## src/rtl/cp0_unit.sv

```systemverilog
// Coprocessor-0 for the five-stage pipeline: SR, Cause, EPC and PRID registers,
// exception/interrupt request generation and mtc0/mfc0/eret handling.
module cp0_unit #(
    parameter logic [31:0] PRID = 32'h2023_0007
) (
    input  logic        clk,
    input  logic        reset,
    input  logic        en,
    input  logic [4:0]  CP0Add,
    input  logic [31:0] CP0In,
    output logic [31:0] CP0Out,
    input  logic [31:0] VPC,
    input  logic        BDIn,
    input  logic [4:0]  ExcCodeIn,
    input  logic [5:0]  HWInt,
    input  logic        EXLClr,
    output logic [31:0] EPCOut,
    output logic        Req
);

    localparam logic [4:0] ADDR_SR    = 5'd12;
    localparam logic [4:0] ADDR_CAUSE = 5'd13;
    localparam logic [4:0] ADDR_EPC   = 5'd14;
    localparam logic [4:0] ADDR_PRID  = 5'd15;

    logic [5:0]  sr_im_q,       sr_im_d;
    logic        sr_exl_q,      sr_exl_d;
    logic        sr_ie_q,       sr_ie_d;
    logic        cause_bd_q,    cause_bd_d;
    logic [5:0]  cause_ip_q,    cause_ip_d;
    logic [4:0]  cause_exc_q,   cause_exc_d;
    logic [31:0] epc_q,         epc_d;

    logic        int_req;
    logic        exc_req;
    logic [31:0] sr_val;
    logic [31:0] cause_val;

    assign int_req = (|(HWInt & sr_im_q)) & sr_ie_q & ~sr_exl_q;
    assign exc_req = (ExcCodeIn != 5'd0) & ~sr_exl_q;
    assign Req     = int_req | exc_req;

    assign sr_val    = {16'd0, sr_im_q, 8'd0, sr_exl_q, sr_ie_q};
    assign cause_val = {cause_bd_q, 15'd0, cause_ip_q, 3'd0, cause_exc_q, 2'd0};
    assign EPCOut    = epc_q;

    always_comb begin
        CP0Out = 32'd0;
        case (CP0Add)
            ADDR_SR:    CP0Out = sr_val;
            ADDR_CAUSE: CP0Out = cause_val;
            ADDR_EPC:   CP0Out = epc_q;
            ADDR_PRID:  CP0Out = PRID;
            default:    CP0Out = 32'd0;
        endcase
    end

    always_comb begin
        // NOTE: every _d gets its hold value first so no path can infer a latch.
        sr_im_d     = sr_im_q;
        sr_exl_d    = sr_exl_q;
        sr_ie_d     = sr_ie_q;
        cause_bd_d  = cause_bd_q;
        cause_exc_d = cause_exc_q;
        epc_d       = epc_q;
        cause_ip_d  = HWInt;

        if (Req) begin
            // Taking the exception discards any mtc0 and eret in flight.
            sr_exl_d    = 1'b1;
            cause_exc_d = int_req ? 5'd0 : ExcCodeIn;
            cause_bd_d  = BDIn;
            epc_d       = BDIn ? (VPC - 32'd4) : VPC;
        end else begin
            if (en && CP0Add == ADDR_SR) begin
                sr_im_d  = CP0In[15:10];
                sr_exl_d = CP0In[1];
                sr_ie_d  = CP0In[0];
            end
            if (en && CP0Add == ADDR_EPC) begin
                epc_d = CP0In;
            end
            // eret is applied last so it clears EXL even against an SR write.
            if (EXLClr) begin
                sr_exl_d = 1'b0;
            end
        end
    end

    // NOTE: state registers use non-blocking assignments so all flops update together.
    always_ff @(posedge clk) begin
        if (reset) begin
            sr_im_q     <= 6'd0;
            sr_exl_q    <= 1'b0;
            sr_ie_q     <= 1'b0;
            cause_bd_q  <= 1'b0;
            cause_ip_q  <= 6'd0;
            cause_exc_q <= 5'd0;
            epc_q       <= 32'd0;
        end else begin
            sr_im_q     <= sr_im_d;
            sr_exl_q    <= sr_exl_d;
            sr_ie_q     <= sr_ie_d;
            cause_bd_q  <= cause_bd_d;
            cause_ip_q  <= cause_ip_d;
            cause_exc_q <= cause_exc_d;
            epc_q       <= epc_d;
        end
    end

endmodule

```

## config.mk

```make
export PLATFORM = sky130hd
export DESIGN_NAME = cp0_unit
export DESIGN_NICKNAME = d
export VERILOG_FILES = /design/src/rtl/cp0_unit.sv
export SDC_FILE = /design/constraint.sdc
export NUM_CORES = 1
export LEC_CHECK = 0
export CAP_MARGIN = 5
export CELL_PAD_IN_SITES_DETAIL_PLACEMENT = 1
export CELL_PAD_IN_SITES_GLOBAL_PLACEMENT = 2
export CORE_MARGIN = 2
export CORE_UTILIZATION = 25
export DETAILED_ROUTE_END_ITERATION = 6
export HOLD_SLACK_MARGIN = 0.03
export PLACE_DENSITY_LB_ADDON = 0.1
export SLEW_MARGIN = 30
export SYNTH_ARGS = -nofsm -noshare
export SYNTH_HDL_FRONTEND = slang
export SYNTH_SLANG_ARGS = --single-unit
```

## constraint.sdc

```tcl
create_clock -name clk -period 2.7 [get_ports clk]
set_input_delay 0.405 -clock clk [delete_from_list [all_inputs] [get_ports clk]]
set_output_delay 0.405 -clock clk [all_outputs]
set_load 0.05 [all_outputs]
```

Word-level counts from Yosys, hierarchy flattened
Cells that the tools add are included.
Word-level totals
  word-level logic and storage cells: 34
  output and inout port bits: 65
  bits in registers: 52
  input port bits: 85
Cells by class
  equal/unequal tests: 4
  bitwise operators: 7
  reductions and logical operators: 7
  $add $sub $neg: 1
  mux-type cells: 8
Operator list (number)
  $pmux W32 S4: 1
  $mux W32: 3
  $sub A32 B3 Y32 const B: 1
  $eq A5 B4 Y1 const B: 4
  $and A6 B6 Y6: 1
  $reduce_or A6 Y1: 1
  $mux W5: 1
  $reduce_bool A5 Y1: 1
  $and A1 B1 Y1: 3
  $mux W1: 3
  $reduce_bool A3 Y1: 1
  $logic_and A1 B1 Y1: 2
  $not A1 Y1: 2
  $reduce_and A2 Y1: 1
  $reduce_bool A2 Y1: 1
  $or A1 B1 Y1: 1

Logic depth before layout (Yosys ltp)
  word-level depth: 7
  mapped depth: 8
  mapped depth without buffers: 7

Worst setup path before layout
OpenSTA, ideal clock, no wires.
  path type: input port to output port
  start point: input port CP0Add[0]
  end point: output port CP0Out[12]
  path slack: 465 ps
  data arrival time: 1830 ps
  data required time: 2295 ps
  buffers on the path: 3
  stages: 6
  cells stage by stage: buf_2 > nor2b_1 > buf_2 > clkbuf_1 > a21oi_1 > nor2_1
Between the ends
  cells in the longest elaborated chain, start to end: 2
  elaborated cells between the ends (all ways): 5
  those cells by class: eq/ne: 4; mux: 1
Ends and longest elaborated chain
  start, declared: line 9  | input logic [4:0] CP0Add,
  $eq A5 B4 Y1: line 49  | case (CP0Add)
  $pmux W32 S4 (*): line 49
  end, declared: line 11  | output logic [31:0] CP0Out,
Every way passes the cells marked *; elsewhere a longest branch is shown, timed or not.

Worst setup path after layout
  start point: input port CP0Add[0]
  end point: output port CP0Out[31]
The elaborated chain is that of the path after synthesis.

==> flow_summary.yaml <==
status:
  status: "finished clean"
logic_synthesis:
  synth-edff-count: 0
  synth_top_area_share_pct: 31.1
  ys_seq_area_share_pct: 31.1
  synthMostInstantiatedCell: "nor2_1"
  yosys_warnings: 0
  ys.flop_type: "dfxtp_1"
  avgSynthCellArea_um2: 8.50
  ys_ff_latch: 52
  syn_area_um2: 3340
  syn_nets: 479
  netlist_top_cells_count: "nor2_1 (65), dfxtp_1 (52), mux2i_1 (40)"
  synth.area.top_cells: "dfxtp_1 (31%), mux2i_1 (12%), nor2_1 (7.3%), xnor2_1 (5.5%), a21oi_1 (4.3%)"
  synthArstFlopShare_pct: 0
  synth_largest_area_cell: "dfxtp_1"
  synth_cell_types: 46
  synth_cells: 393
final_layout:
  diodes: 0
  finish.net_count: 626
  num-fill-cells: 1510
  fin_area_um2: 5600
  area_growth_pct: 67.5
  layout-drive-gt1-share_pct: 16.8
run:
  cap_violations: 0
die:
  die_area_um2: 14300
  die_h_um: 120
  rows: 42
  chipWidth_um: 120
  io_pins: 150
  core_region_area_um2: 13100
  start_util_pct: 25.4
drt:
  ant_nets: 0
  drtIter0Drc: 102
  first_pass_iters: 4
  wirelength_mm: 13.0
  wl_per_cell_um: 18.1
  vias_per_cell: 4.85
  drcViolationCount: 0
  num_vias: 3478
critical_path:
  worstSetupStartpointType: "input port"
  worstPathRequired_ns: 2.30
  worstSetupPathType: "input port to output port"
  worstPathArrival_ns: 2.10
  crit_path_end_kind: "output port"
  path_max_fanout: 6
clocking:
  cts_buffer_depth: 2
  clk_latency_ns: 0.29
  clkSinkCount: 52
  cts_buffers: 5
  postCtsSetupBuffers: 0
  cts_max_level: 2
  cts.reportedPaths.clkPinSlew_ns: 0.07
  clockRootBuffer: "clkbuf_16"
  cts_hold_buffers: 0
  cts.repair.resized: 0
  tritoncts: "built"
power_and_ir_drop:
  p_clk_share_pct: 31.4
  vdd_drop_max_uv: 185
  sw_frac_of_total_pct: 32.5
  p_switching_uw: 764
  p_int_uw: 1590
  seqPwrFrac_pct: 37.1
  combPwrFrac_pct: 31.5
  powerDensity_nw_per_um2: 420
  p_leak_uw: 0.00227
hold_path:
  hp-class: "flip-flop to flip-flop"
timing:
  finClkSkew_ns: 0.00658
  setup_viol: 0
  clock.fmax_mhz: 399
  slew_violations: 0
  fin_crit_sh_pct: 92.9
  finalHoldViolCount: 0
  worstMarginPinSlew_ns: 0.618
  fin_setup_tns_ns: 0
  final.min_clock_period_ns: 2.51
  rsz0062_at_grt: "no"
  relSlewSlack_pct: 58.6
global_routing:
  grt_pass1_vias: 3611
  grt_overflow_total: 0
  antenna_found_initial: 0
  grt_usage_pct: 18.3
  grt_pass1_wl_mm: 20.5
  grt_max_degree: 31
place:
  gp_congestion: 0.783
  dp_hpwl_mm: 10.5
  dpl_cell_area_um2: 5430
  portBuffers: 149
final timing paths:
check	from	end	slack [ns]	cells after the start
worst max-delay path	CP0Add[0]	CP0Out[31]	0.19	6
worst min-delay path	cause_bd_q	cause_bd_q	0.46	2
worst max register to register	sr_im_q[1]	EPCOut[3]	0.78	6
worst min register to register	cause_bd_q	cause_bd_q	0.46	2
worst max-delay path: stages:
cell	delay (ns)
clkdlybuf4s50_1	0.63
buf_4	0.22
nor2b_1	0.34
a22oi_1	0.12
nor2_1	0.22
buf_12	0.18
layout by cell type, fill, tap and decap left out, types with 6 or more instances in the layout:
master and n:
xnor2_1 21, a22oi_1 10, nor3_1 6, mux2i_1 40, and3_1 14, a21o_1 15, clkdlybuf4s50_1 115, a211oi_1 16
xor2_1 7, buf_4 18, nand2_1 10, nor2_1 65, mux2_2 6, buf_12 35, dfxtp_1 52, nor2b_1 9
a21oi_1 29
state kept, by name, indices dropped and copies added (netlist names):
signal,count
cause_exc_q,5
cause_bd_q,1
sr_exl_q,1
cause_ip_q,6
sr_ie_q,1
sr_im_q,6
EPCOut,32
metrics by stage:
step	power (uW)	setup slack [ns]	instances	util, %	hold slack [ns]
6_report	2350	0.192	717	42.6	0.462
5_1_grt	2470	0.0766	717	42.6	0.493
4_1_cts	2390	0.176	717	42.6	0.465
3_5_place_dp	1640	0.132	709	41.3	0.453
3_3_place_gp	1630	0.157	709	41.3	0.450
2_1_floorplan	1270	0.465	393	-	0.432
power groups by stage:
stage               logic [uW]  clock network [uW]  registers (uW)
floorplan                  238                   0            1030
global placement           741                   0             891
detailed placement         746                   0             891
CTS                        749                 764             873
global route               790                 796             880
finish                     741                 739             872
logic make-up after synthesis:
group / count (synthesis) / share of synthesized area (%)
simple gates: 152 / 26.7
compound gates: 80 / 15.9
xor+xnor: 28 / 7.34
mux: 46 / 14.0
fa+ha+maj: 1 / 0.374
buf+inv: 34 / 4.53
flops: 52 / 31.1
cell type report:
cell class	instances	area (um2)	area share, %
Clock buffer	5	125	2.24
Clock inverter	3	42.5	0.760
Inverter	5	18.8	0.335
Multi-Input combinational cell	307	2160	38.5
Sequential cell	52	1040	18.6
Tap cell	176	220	3.93
Timing Repair Buffer	169	1990	35.6
routing by layer:
layer,vias up,global-route usage [%],share of wire [%]
met5,-,0,0
met4,0,3.53,0.69
met3,5,2.95,4.2
met2,88,31.8,49
met1,1682,24.0,46
li1,1703,-,-
Note: power is estimated with default switching activity, not from simulation.
